==> src/rtl/bus_memtest_initiator_pkg.sv <==
// Shared state encoding and LFSR polynomial for the bus memory-test initiator.
package memtest_pkg;

  typedef logic [2:0] state_t;

  localparam state_t ST_IDLE  = 3'd0;
  localparam state_t ST_W_REQ = 3'd1;
  localparam state_t ST_W_GAP = 3'd2;
  localparam state_t ST_R_GAP = 3'd3;
  localparam state_t ST_R_REQ = 3'd4;
  localparam state_t ST_DONE  = 3'd5;

  // Galois form of x^32 + x^22 + x^2 + x + 1
  localparam logic [31:0] LFSR_MASK = 32'h8020_0003;

  function automatic logic [31:0] lfsr_next(input logic [31:0] value);
    logic [31:0] shifted;
    shifted = {1'b0, value[31:1]};
    if (value[0]) begin
      lfsr_next = shifted ^ LFSR_MASK;
    end else begin
      lfsr_next = shifted;
    end
  endfunction

endpackage

==> src/rtl/bus_memtest_initiator_lfsr32.sv <==
// 32-bit Galois LFSR with synchronous load (priority) and single-step advance.
module lfsr32
  import memtest_pkg::*;
#(
  parameter logic [31:0] RESET_VALUE = 32'h0000_0001
) (
  input  logic        i_clock,
  input  logic        i_reset,
  input  logic        i_load,
  input  logic [31:0] i_seed,
  input  logic        i_step,
  output logic [31:0] o_value
);

  logic [31:0] value_r;

  // State register: load wins over step
  always_ff @(posedge i_clock or negedge i_reset) begin
    if (!i_reset) begin
      value_r <= RESET_VALUE;
    end else if (i_load) begin
      value_r <= i_seed;
    end else if (i_step) begin
      value_r <= lfsr_next(value_r);
    end else begin
      value_r <= value_r;
    end
  end

  assign o_value = value_r;

endmodule

==> src/rtl/bus_memtest_initiator.sv <==
// Memory-test bus initiator: writes an LFSR pattern over a word region, reads it back,
// and reports pass/fail with the first mismatch captured.
module bus_memtest_initiator
  import memtest_pkg::*;
#(
  parameter logic [31:0] BASE    = 32'h0000_0000,
  parameter int unsigned WORDS   = 256,
  parameter logic [31:0] SEED    = 32'h1234_5678,
  parameter int unsigned TIMEOUT = 1024
) (
  input  logic        i_clock,
  input  logic        i_reset,
  input  logic        i_start,
  output logic        o_busy,
  output logic        o_done,
  output logic        o_pass,
  output logic        o_timeout,
  output logic [31:0] o_fail_address,
  output logic [31:0] o_fail_expected,
  output logic [31:0] o_fail_actual,
  output logic        o_bus_rw,
  output logic        o_bus_request,
  input  logic        i_bus_ready,
  output logic [31:0] o_bus_address,
  input  logic [31:0] i_bus_rdata,
  output logic [31:0] o_bus_wdata
);

  localparam logic [31:0] LAST_INDEX   = 32'(WORDS - 1);
  localparam logic [31:0] TIMEOUT_LAST = 32'(TIMEOUT - 1);

  state_t      state_r;
  logic [31:0] index_r;
  logic [31:0] tcnt_r;
  logic        busy_r, done_r, pass_r, timeout_r, fail_r;
  logic [31:0] fail_address_r, fail_expected_r, fail_actual_r;
  logic        bus_rw_r, bus_request_r;
  logic [31:0] bus_address_r, bus_wdata_r;

  logic        accept_s, last_s, mismatch_s, lfsr_load_s, lfsr_step_s;
  logic [31:0] address_s, lfsr_value_s;

  lfsr32 #(.RESET_VALUE(SEED)) u_lfsr (
    .i_clock (i_clock),
    .i_reset (i_reset),
    .i_load  (lfsr_load_s),
    .i_seed  (SEED),
    .i_step  (lfsr_step_s),
    .o_value (lfsr_value_s)
  );

  // Handshake decode and LFSR control; LFSR re-seeds between write and read passes
  always_comb begin
    accept_s    = bus_request_r & i_bus_ready;
    last_s      = (index_r == LAST_INDEX);
    mismatch_s  = (i_bus_rdata != lfsr_value_s);
    address_s   = BASE + {index_r[29:0], 2'b00};
    lfsr_load_s = 1'b0;
    lfsr_step_s = 1'b0;
    case (state_r)
      ST_IDLE, ST_DONE: begin
        lfsr_load_s = i_start;
      end
      ST_W_REQ: begin
        lfsr_load_s = accept_s & last_s;
        lfsr_step_s = accept_s & ~last_s;
      end
      ST_R_REQ: begin
        lfsr_step_s = accept_s;
      end
      default: begin
        lfsr_load_s = 1'b0;
        lfsr_step_s = 1'b0;
      end
    endcase
  end

  // Main sequencer: bus signals, result flags and mismatch capture
  always_ff @(posedge i_clock or negedge i_reset) begin
    if (!i_reset) begin
      state_r         <= ST_IDLE;
      index_r         <= 32'd0;
      tcnt_r          <= 32'd0;
      busy_r          <= 1'b0;
      done_r          <= 1'b0;
      pass_r          <= 1'b0;
      timeout_r       <= 1'b0;
      fail_r          <= 1'b0;
      fail_address_r  <= 32'd0;
      fail_expected_r <= 32'd0;
      fail_actual_r   <= 32'd0;
      bus_rw_r        <= 1'b0;
      bus_request_r   <= 1'b0;
      bus_address_r   <= 32'd0;
      bus_wdata_r     <= 32'd0;
    end else begin
      case (state_r)
        ST_IDLE, ST_DONE: begin
          if (i_start) begin
            state_r         <= ST_W_REQ;
            index_r         <= 32'd0;
            tcnt_r          <= 32'd0;
            busy_r          <= 1'b1;
            done_r          <= 1'b0;
            pass_r          <= 1'b0;
            timeout_r       <= 1'b0;
            fail_r          <= 1'b0;
            fail_address_r  <= 32'd0;
            fail_expected_r <= 32'd0;
            fail_actual_r   <= 32'd0;
            bus_rw_r        <= 1'b1;
            bus_request_r   <= 1'b1;
            bus_address_r   <= BASE;
            bus_wdata_r     <= SEED;
          end
        end
        ST_W_REQ, ST_R_REQ: begin
          if (accept_s) begin
            bus_request_r <= 1'b0;
            tcnt_r        <= 32'd0;
            if (state_r == ST_R_REQ && mismatch_s && !fail_r) begin
              fail_r          <= 1'b1;
              fail_address_r  <= bus_address_r;
              fail_expected_r <= lfsr_value_s;
              fail_actual_r   <= i_bus_rdata;
            end
            if (!last_s) begin
              index_r <= index_r + 32'd1;
              state_r <= (state_r == ST_W_REQ) ? ST_W_GAP : ST_R_GAP;
            end else if (state_r == ST_W_REQ) begin
              index_r <= 32'd0;
              state_r <= ST_R_GAP;
            end else begin
              state_r <= ST_DONE;
              busy_r  <= 1'b0;
              done_r  <= 1'b1;
              pass_r  <= !(fail_r || mismatch_s) && !timeout_r;
            end
          end else if (tcnt_r == TIMEOUT_LAST) begin
            // Responder never answered: abandon the test
            bus_request_r <= 1'b0;
            tcnt_r        <= 32'd0;
            timeout_r     <= 1'b1;
            state_r       <= ST_DONE;
            busy_r        <= 1'b0;
            done_r        <= 1'b1;
            pass_r        <= 1'b0;
          end else begin
            tcnt_r <= tcnt_r + 32'd1;
          end
        end
        ST_W_GAP: begin
          state_r       <= ST_W_REQ;
          tcnt_r        <= 32'd0;
          bus_request_r <= 1'b1;
          bus_rw_r      <= 1'b1;
          bus_address_r <= address_s;
          bus_wdata_r   <= lfsr_value_s;
        end
        ST_R_GAP: begin
          state_r       <= ST_R_REQ;
          tcnt_r        <= 32'd0;
          bus_request_r <= 1'b1;
          bus_rw_r      <= 1'b0;
          bus_address_r <= address_s;
        end
        default: begin
          state_r       <= ST_IDLE;
          bus_request_r <= 1'b0;
        end
      endcase
    end
  end

  assign o_busy          = busy_r;
  assign o_done          = done_r;
  assign o_pass          = pass_r;
  assign o_timeout       = timeout_r;
  assign o_fail_address  = fail_address_r;
  assign o_fail_expected = fail_expected_r;
  assign o_fail_actual   = fail_actual_r;
  assign o_bus_rw        = bus_rw_r;
  assign o_bus_request   = bus_request_r;
  assign o_bus_address   = bus_address_r;
  assign o_bus_wdata     = bus_wdata_r;

endmodule
==> config.mk <==
export PLATFORM = sky130hd
export DESIGN_NAME = bus_memtest_initiator
export DESIGN_NICKNAME = d
export VERILOG_FILES = /design/src/rtl/bus_memtest_initiator_pkg.sv /design/src/rtl/bus_memtest_initiator_lfsr32.sv /design/src/rtl/bus_memtest_initiator.sv
export SDC_FILE = /design/constraint.sdc
export NUM_CORES = 1
export LEC_CHECK = 0
export CAP_MARGIN = 20
export CORE_AREA = 2 2 174 176
export DETAILED_ROUTE_END_ITERATION = 8
export DIE_AREA = 0 0 176 178
export GPL_ROUTABILITY_DRIVEN = 0
export HOLD_SLACK_MARGIN = 0.08
export SLEW_MARGIN = 20
export SYNTH_ARGS = -nofsm -noshare
export SYNTH_HDL_FRONTEND = slang
export SYNTH_SLANG_ARGS = --single-unit
==> constraint.sdc <==
create_clock -name i_clock -period 5.4 [get_ports i_clock]
set_clock_uncertainty 0.1 [all_clocks]
set_input_delay 0.54 -clock i_clock [delete_from_list [all_inputs] [get_ports i_clock]]
set_output_delay 0.54 -clock i_clock [all_outputs]
set_load 0.01 [all_outputs]
==> flow_summary_export.csv, run 1 <==
group,metric,value,unit
timing,rsz0062_at_grt,"false",
clock_tree,post_cts_resize_count,0,
die,fp.dieH,178,µm
final_layout,final_common_cell,"dfrtp_1",
drt,detail-route-antenna-nets,0,
final_layout,layout_common_cells,"dfrtp_1, nand2_1, clkdlybuf4s50_1",
timing,timing.fmax,277,MHz
clock_tree,cts_root_buffer,"clkbuf_16",
worst_setup_path,cp-end-kind,"register",
worst_setup_path,cp_max_fo,28,
drt,drc,0,
yosys,yosys.cell_types.count,59,
clock_tree,htree_num_levels,1,
die,num_rows,63,
die,pin_count,202,
worst_setup_path,timing.rr.start,"index_r[14]",
worst_setup_path,critical_path_class,"reg2reg",
placement,dp.final_hpwl,22100,µm
drt,drt_iter0_markers,752,
yosys,synth_top_area_share,53.8,%
worst_setup_path,cp.arrival,3.94,ns
die,initial_core_util,39.4,%
yosys,synth_seq_cells,262,
timing,tns,0,ns
yosys,yosys.area.top_type,"dfrtp_1",
flow_run,maxCapViolCount,0,
drt,vias_per_cell,5.28,
power,powerDensity,457,nW/µm²
clock_tree,insertion_delay,0.54,ns
global_routing,groute.usage.overall,20.9,%
die,die_w,176,µm
clock_tree,cts_tree,"built",
drt,dr.pass1.iters,5,
worst_setup_path,cp_data_required_time,5.74,ns
yosys,syn_inst,1160,
clock_tree,numClockSinks,262,
global_routing,first_global_vias,8707,
worst_setup_path,r2r_cells,6,
clock_tree,clk_path_buf_depth,3,
global_routing,grt_antenna_before_repair,0,
final_layout,area_delta_synth_final,28.5,%
timing,max_slew_margin,27.1,%
placement,place_ws,1.47,ns
clock_tree,clk_pin_slew,0.06,ns
power,ir_worst_vdd,0.000327,V
worst_setup_path,start_kind,"register",
outcome,status,"completed",
yosys,syn_area_per_cell,9.98,µm²
global_routing,grt_max_degree,126,
timing,min_period,3.61,ns
yosys,synth_warnings,0,
placement,numPortBuffers,197,
clock_tree,numCtsBuffers,29,
worst_setup_path,rrSetupSlack,1.79,ns
final_layout,n_antenna_cell,0,
final_layout,drive_above_1_share,7.27,%
final_layout,multi_input_area,4720,µm²
hold_path,holdPathStages,1,
hold_path,hp-class,"reg2reg",
timing,setup_viol,0,
worst_setup_path,path_buf_inv,0,
timing,drv_slew,0,
yosys,async_flop_share,100,%
timing,worstMarginPinSlew,1.09,ns
worst_setup_path,cpLargestDelayFamily,"simple AND/OR/NAND/NOR gates",
final_layout,nets,1364,
yosys,ys_seq_area_share,56.8,%
final_layout,nFillCells,2665,
die,coreArea,29400,µm²
worst_setup_path,cp_cell_sequence,"or4_4, or2_2, nor4_2, a21o_1, nand2b_1, nand2_1",
yosys,netlist_area,11600,µm²
hold_path,hold_end,"o_bus_wdata[9]",
yosys,synth-main-ff-cell,"dfrtp_1",
worst_setup_path,cp_slowest_stage_delay,0.76,ns
drt,avgRoutedWirePerCell,18.9,µm
die,dieArea,31300,µm²
final_layout,ff_latch_area,6570,µm²
power,total_power,6800,µW
yosys,synthTopCellsByArea,"dfrtp_1, nand2_1, o21ai_0",
timing,finalHoldViolCount,0,
drt,totalWireLength,32900,µm
worst_setup_path,slowest_stage,"a21o_1",
worst_setup_path,r2r_end,"u_lfsr.o_value[5]",
timing,fin_ws,1.79,ns
yosys,synth_edf_count,0,
drt,dr_total_vias,9174,
timing,finalCritPeriodShare,66.8,%
hold_path,hold_start,"o_bus_wdata[9]",
final_layout,fin_util,50.6,%
global_routing,grt_pass1_wl,51600,µm
power,power_leakage,0.00627,µW
global_routing,grt_overflow_total,0,
==> cells by family after synthesis <==
kind of cell / share of synthesized area (%)
compound gates: 14.1
xor+xnor: 5.22
fa+ha+maj: 0.216
buf+inv: 2.92
flops: 56.8
mux: 2.99
other cells: 0.0324
simple gates: 17.7
==> sequential cells by signal (all words and copies together) (netlist names), 3 cells and up <==
register and flops:
index_r 32, o_bus_wdata 32, o_fail_actual 32, o_fail_expected 32
tcnt_r 32, u_lfsr.o_value 32, o_bus_address 30, o_fail_address 30
state_r 3
==> layer usage <==
| layer | GRT usage [%] | share of wire (%) | vias to the layer above |
|---|---|---|---|
| met2 | 32.2 | 46 | 241 |
| met1 | 31.5 | 48 | 4526 |
| met4 | 4.58 | 1.5 | 0 |
| li1 | - | - | 4368 |
| met3 | 2.88 | 4.9 | 39 |
| met5 | 0 | 0 | - |
==> worst max-delay path by stage <==
stage | slack (ns) | depth (start not counted) | from | to
global route | 1.57 | 6 | index_r[14] | u_lfsr.o_value[18]
detailed placement | 1.47 | 7 | i_bus_ready | o_fail_address[17]
CTS | 1.80 | 6 | index_r[14] | u_lfsr.o_value[5]
finish | 1.79 | 6 | index_r[14] | u_lfsr.o_value[5]
global placement | 1.60 | 7 | i_bus_ready | o_fail_address[15]
floorplan | 2.59 | 7 | index_r[14] | o_pass
==> synth_stat cells (8+ instances only) <==
cell and number:
a21oi_1 18, a22o_1 49, and3_1 12, clkbuf_1 62, dfrtp_1 249, dfstp_2 13
mux2i_1 32, nand2_1 239, nand3_1 26, nand4_1 23, nor2_1 78, nor2b_1 8
nor3_1 12, nor4_1 19, o21ai_0 134, o22a_1 13, o31ai_1 19, xor2_1 65
==> power breakdown <==
group          leakage [µW]  switching [µW]  total, µW  internal [µW]
combinational       0.00228            1200       2030            828
clock              0.000488             805       2030           1220
sequential          0.00350             418       2740           2320
==> stage by stage <==
step	cells	hold slack (ns)	instance area, µm²
2_1_floorplan	1163	0.144	11600
5_1_grt	1738	0.403	14900
6_report	1738	0.391	14900
3_5_place_dp	1683	0.376	13900
3_3_place_gp	1683	0.370	13900
4_1_cts	1737	0.390	14900
==> repair_timing <==
action,in CTS,in global routing
hold endpoints to repair,96,0
setup buffers,0,0
setup endpoints to repair,0,0
hold buffers,1,0
==> final cells by class <==
class | instances | share of cell area, %
multi-input cells | 819 | 31.7
clock buffers | 41 | 5.65
flip-flops and latches | 262 | 44.2
clock inverters | 12 | 0.950
well taps | 390 | 3.28
inverters | 5 | 0.126
repair buffers | 209 | 14.1
Note: power is estimated with default switching activity, not from simulation.
==> run 2: changes to the inputs <==
==> constraint.sdc (replaced) <==
create_clock -name i_clock -period 3.75 [get_ports i_clock]
set_clock_uncertainty 0.1 [all_clocks]
set_input_delay 0.375 -clock i_clock [delete_from_list [all_inputs] [get_ports i_clock]]
set_output_delay 0.375 -clock i_clock [all_outputs]
set_load 0.01 [all_outputs]
==> flow_summary_export.csv, run 2 (synthesis results as in run 1) <==
group,metric,value,unit
outcome,status,"completed",
timing,tns,0,ns
placement,dp.final_hpwl,23100,µm
drt,totalWireLength,33700,µm
die,dieArea,31300,µm²
worst_setup_path,cp_max_fo,13,
clock_tree,numClockSinks,262,
worst_setup_path,start_kind,"register",
drt,avgRoutedWirePerCell,19.2,µm
drt,dr.pass1.iters,5,
worst_setup_path,cp_data_required_time,4.10,ns
final_layout,fin_util,50.8,%
global_routing,grt_overflow_total,0,
global_routing,groute.usage.overall,21.6,%
clock_tree,insertion_delay,0.55,ns
timing,worstMarginPinSlew,1.00,ns
clock_tree,clk_pin_slew,0.06,ns
worst_setup_path,timing.rr.start,"index_r[14]",
timing,finalHoldViolCount,0,
timing,hold_slack,0.304,ns
die,num_rows,63,
timing,drv_slew,0,
hold_path,hp-class,"in2async",
power,powerDensity,658,nW/µm²
timing,timing.fmax,322,MHz
timing,max_slew_margin,33.1,%
die,initial_core_util,39.4,%
final_layout,layout_common_cells,"dfrtp_1, nand2_1, clkdlybuf4s50_1",
die,pin_count,202,
final_layout,final_common_cell,"dfrtp_1",
drt,detail-route-antenna-nets,0,
clock_tree,htree_num_levels,1,
final_layout,area_delta_synth_final,29.0,%
timing,min_period,3.11,ns
drt,drt_iter0_markers,706,
placement,numPortBuffers,197,
placement,place_inst,1695,
clock_tree,post_cts_resize_count,0,
global_routing,grt_antenna_before_repair,0,
worst_setup_path,rrSetupSlack,0.64,ns
global_routing,first_global_vias,8924,
drt,vias_per_cell,5.28,
worst_setup_path,r2r_cells,6,
timing,setup_viol,0,
die,die_w,176,µm
drt,dr_total_vias,9238,
placement,place_ws,0.434,ns
global_routing,grt_max_degree,91,
final_layout,nFillCells,2693,
clock_tree,cts_root_buffer,"clkbuf_16",
die,coreArea,29400,µm²
flow_run,maxCapViolCount,0,
drt,drc,0,
final_layout,fin_cells,1750,
clock_tree,cts_tree,"built",
global_routing,grt_pass1_wl,53200,µm
final_layout,n_antenna_cell,0,
timing,fin_ws,0.643,ns
power,power_leakage,0.00632,µW
worst_setup_path,cp-end-kind,"register",
clock_tree,numCtsBuffers,29,
die,fp.dieH,178,µm
power,ir_worst_vdd,0.000392,V
clock_tree,clk_path_buf_depth,3,
timing,finalCritPeriodShare,82.9,%
final_layout,drive_above_1_share,8.01,%
final_layout,nets,1375,
worst_setup_path,critical_path_class,"reg2reg",
timing,rsz0062_at_grt,"false",
worst_setup_path,cp.arrival,3.45,ns
worst_setup_path,r2r_end,"u_lfsr.o_value[25]",
run 2: what timing repair did:
| item | in CTS | in global routing |
|---|---|---|
| setup buffers | 0 | 0 |
| hold endpoints to repair | 70 | 0 |
| hold buffers | 1 | 0 |
run 2: layer usage:
layer	global-route usage (%)	wire length (µm)	vias up
met5	0	0	-
met4	4.37	496	0
met3	3.01	1720	30
met2	33.9	15400	256
met1	32.1	16100	4554
li1	-	-	4398
run 2: power breakdown:
part,internal (µW),total [µW],switching [µW]
registers,3350,3900,549
logic,1260,3100,1840
clock network,1650,2820,1170
total,6260,9820,3560
run 2: worst max-delay path, stage by stage, from the launching register on:
cell      delay, ns
dfrtp_1        0.48
or4_4          0.58
or2_2          0.33
nor4_2         0.58
a21o_1         0.30
nand2b_1       0.51
nand2_1        0.13
run 2: worst max-delay path by stage:
stage	from	endpoint	slack [ns]	cells past startpoint
floorplan	index_r[14]	o_pass	0.94	7
global placement	i_bus_ready	o_fail_address[15]	0.48	7
detailed placement	i_bus_ready	o_fail_address[11]	0.43	7
CTS	index_r[14]	u_lfsr.o_value[25]	0.66	6
global route	index_r[14]	u_lfsr.o_value[5]	0.48	6
finish	index_r[14]	u_lfsr.o_value[25]	0.64	6
run 2: metrics by stage:
step / power [µW] / cell area (µm²)
global placement: 7020 / 14000
floorplan: 5560 / 11600
detailed placement: 7070 / 14000
finish: 9820 / 14900
global route: 10400 / 14900
CTS: 9900 / 14900
run 2: layout make-up:
cell class                 instances  area, µm²  share of cell area [%]
sequential                       262       6570                    44.0
timing repair buffer             220       2190                    14.7
tap                              390        488                    3.27
multi-input combinational        819       4710                    31.6
clock inverter                    16        138                   0.922
clock buffer                      38        810                    5.42
inverter                           5       18.8                   0.126
==> run 3: changes to the inputs <==
==> constraint.sdc (replaced) <==
create_clock -name i_clock -period 3.2 [get_ports i_clock]
set_clock_uncertainty 0.1 [all_clocks]
set_input_delay 0.32 -clock i_clock [delete_from_list [all_inputs] [get_ports i_clock]]
set_output_delay 0.32 -clock i_clock [all_outputs]
set_load 0.01 [all_outputs]
==> flow_summary_export.csv, run 3 (synthesis results as in run 1) <==
group,metric,value,unit
global_routing,grt_overflow_total,0,
die,die_w,176,µm
worst_setup_path,cp-end-kind,"register",
worst_setup_path,r2r_cells,6,
timing,tns,0,ns
timing,drv_slew,0,
clock_tree,numCtsBuffers,29,
die,pin_count,202,
drt,totalWireLength,33000,µm
worst_setup_path,start_kind,"register",
final_layout,final_area,15100,µm²
worst_setup_path,cp_max_fo,10,
power,ir_worst_vdd,0.000430,V
die,initial_core_util,39.4,%
power,total_power,11900,µW
worst_setup_path,path_common_cell,"or4_4",
drt,drc,0,
global_routing,first_global_vias,8997,
clock_tree,cts_root_buffer,"clkbuf_16",
final_layout,drive_above_1_share,8.54,%
timing,rsz0062_at_grt,"false",
global_routing,groute.usage.overall,21.2,%
placement,dp.final_hpwl,22700,µm
timing,finalCritPeriodShare,91.0,%
final_layout,nFillCells,2646,
worst_setup_path,cp_slowest_stage_delay,0.58,ns
hold_path,hp-class,"in2async",
global_routing,grtUsageMet3,2.73,%
die,coreArea,29400,µm²
clock_tree,cts_setup_buffers,0,
final_layout,n_antenna_cell,0,
worst_setup_path,endpoint,"o_pass",
clock_tree,post_cts_resize_count,0,
global_routing,use_met2,33.8,%
timing,timing.fmax,343,MHz
outcome,status,"completed",
drt,drt_iter0_markers,674,
final_layout,final_common_cell,"dfrtp_1",
global_routing,grt_max_degree,96,
worst_setup_path,rrSetupSlack,0.29,ns
final_layout,nets,1387,
clock_tree,clk_path_buf_depth,3,
timing,fin_ws,0.289,ns
timing,worstMarginPinSlew,0.952,ns
clock_tree,insertion_delay,0.54,ns
worst_setup_path,crit_cells,6,
global_routing,grt_pass1_wl,52700,µm
worst_setup_path,cp_cell_sequence,"or4_4, or4_4, o21ai_2, a21oi_2, or4_4, mux2_1",
die,fp.dieH,178,µm
drt,vias_per_cell,5.27,
drt,detail-route-antenna-nets,0,
clock_tree,cts_tree,"built",
worst_setup_path,r2r_end,"o_pass",
placement,numPortBuffers,197,
worst_setup_path,timing.rr.start,"index_r[14]",
worst_setup_path,critical_path_class,"reg2reg",
power,power_leakage,0.00641,µW
final_layout,area_delta_synth_final,30.7,%
clock_tree,cts_hold_buf,1,
global_routing,busiest_layer,"met2",
timing,finalHoldViolCount,0,
placement,place_ws,0.283,ns
placement,post_dp_cell_area,14100,µm²
worst_setup_path,cp_data_required_time,3.51,ns
global_routing,grt_antenna_before_repair,0,
clock_tree,htree_num_levels,1,
flow_run,maxCapViolCount,0,
die,num_rows,63,
worst_setup_path,startpoint,"index_r[14]",
worst_setup_path,path_buf_inv,0,
drt,avgRoutedWirePerCell,18.8,µm
power,powerDensity,785,nW/µm²
final_layout,fin_util,51.5,%
timing,setup_viol,0,
worst_setup_path,cp.arrival,3.22,ns
drt,dr_total_vias,9273,
die,dieArea,31300,µm²
timing,min_period,2.91,ns
clock_tree,numClockSinks,262,
worst_setup_path,cpLargestDelayFamily,"simple AND/OR/NAND/NOR gates",
final_layout,layout_common_cells,"dfrtp_1, nand2_1, clkdlybuf4s50_1",
global_routing,grt_util_met1,31.4,%
timing,max_slew_margin,36.6,%
clock_tree,clk_pin_slew,0.06,ns
worst_setup_path,slowest_stage,"or4_4",
drt,dr.pass1.iters,5,
==> run 3: changes by cell type in the layout (fill, tap and decap cells not counted), sizes merged <==
cell and change:
buf +12, bufinv +5, clkbuf +1, clkinv -9, clkinvlp +2, inv -1
==> run 3: report_power, final <==
group | internal (µW) | leakage, µW | switching, µW
clock | 2310 | 0.000508 | 1320
combinational | 1540 | 0.00240 | 2150
sequential | 3920 | 0.00350 | 639
total | 7770 | 0.00641 | 4110
==> run 3: worst min path at each step <==
stage	endpoint	slack, ns
floorplan	fail_r	-0.08
global placement	o_fail_actual[10]	0.29
detailed placement	o_fail_actual[10]	0.30
CTS	o_fail_actual[29]	0.29
global route	o_fail_actual[29]	0.32
finish	o_fail_actual[10]	0.28
==> run 3: layer usage <==
metal	vias up	share of wire (%)
met5	-	0
met3	32	4.9
met2	238	46
met4	0	1.1
met1	4585	48
li1	4418	-
==> run 3: final cells by class <==
type | count | area (µm²) | area share [%]
Clock buffer | 39 | 803 | 5.31
Clock inverter | 13 | 245 | 1.62
Inverter | 5 | 18.8 | 0.124
Multi-Input combinational cell | 819 | 4710 | 31.1
Sequential cell | 262 | 6570 | 43.4
Tap cell | 390 | 488 | 3.22
Timing Repair Buffer | 232 | 2290 | 15.1
==> run 3: per-stage QoR <==
| step | hold slack (ns) | std cells |
|---|---|---|
| 6_report | 0.275 | 1760 |
| 5_1_grt | 0.318 | 1760 |
| 4_1_cts | 0.291 | 1760 |
| 3_5_place_dp | 0.295 | 1707 |
| 3_3_place_gp | 0.295 | 1707 |
| 2_1_floorplan | -0.0756 | 1163 |
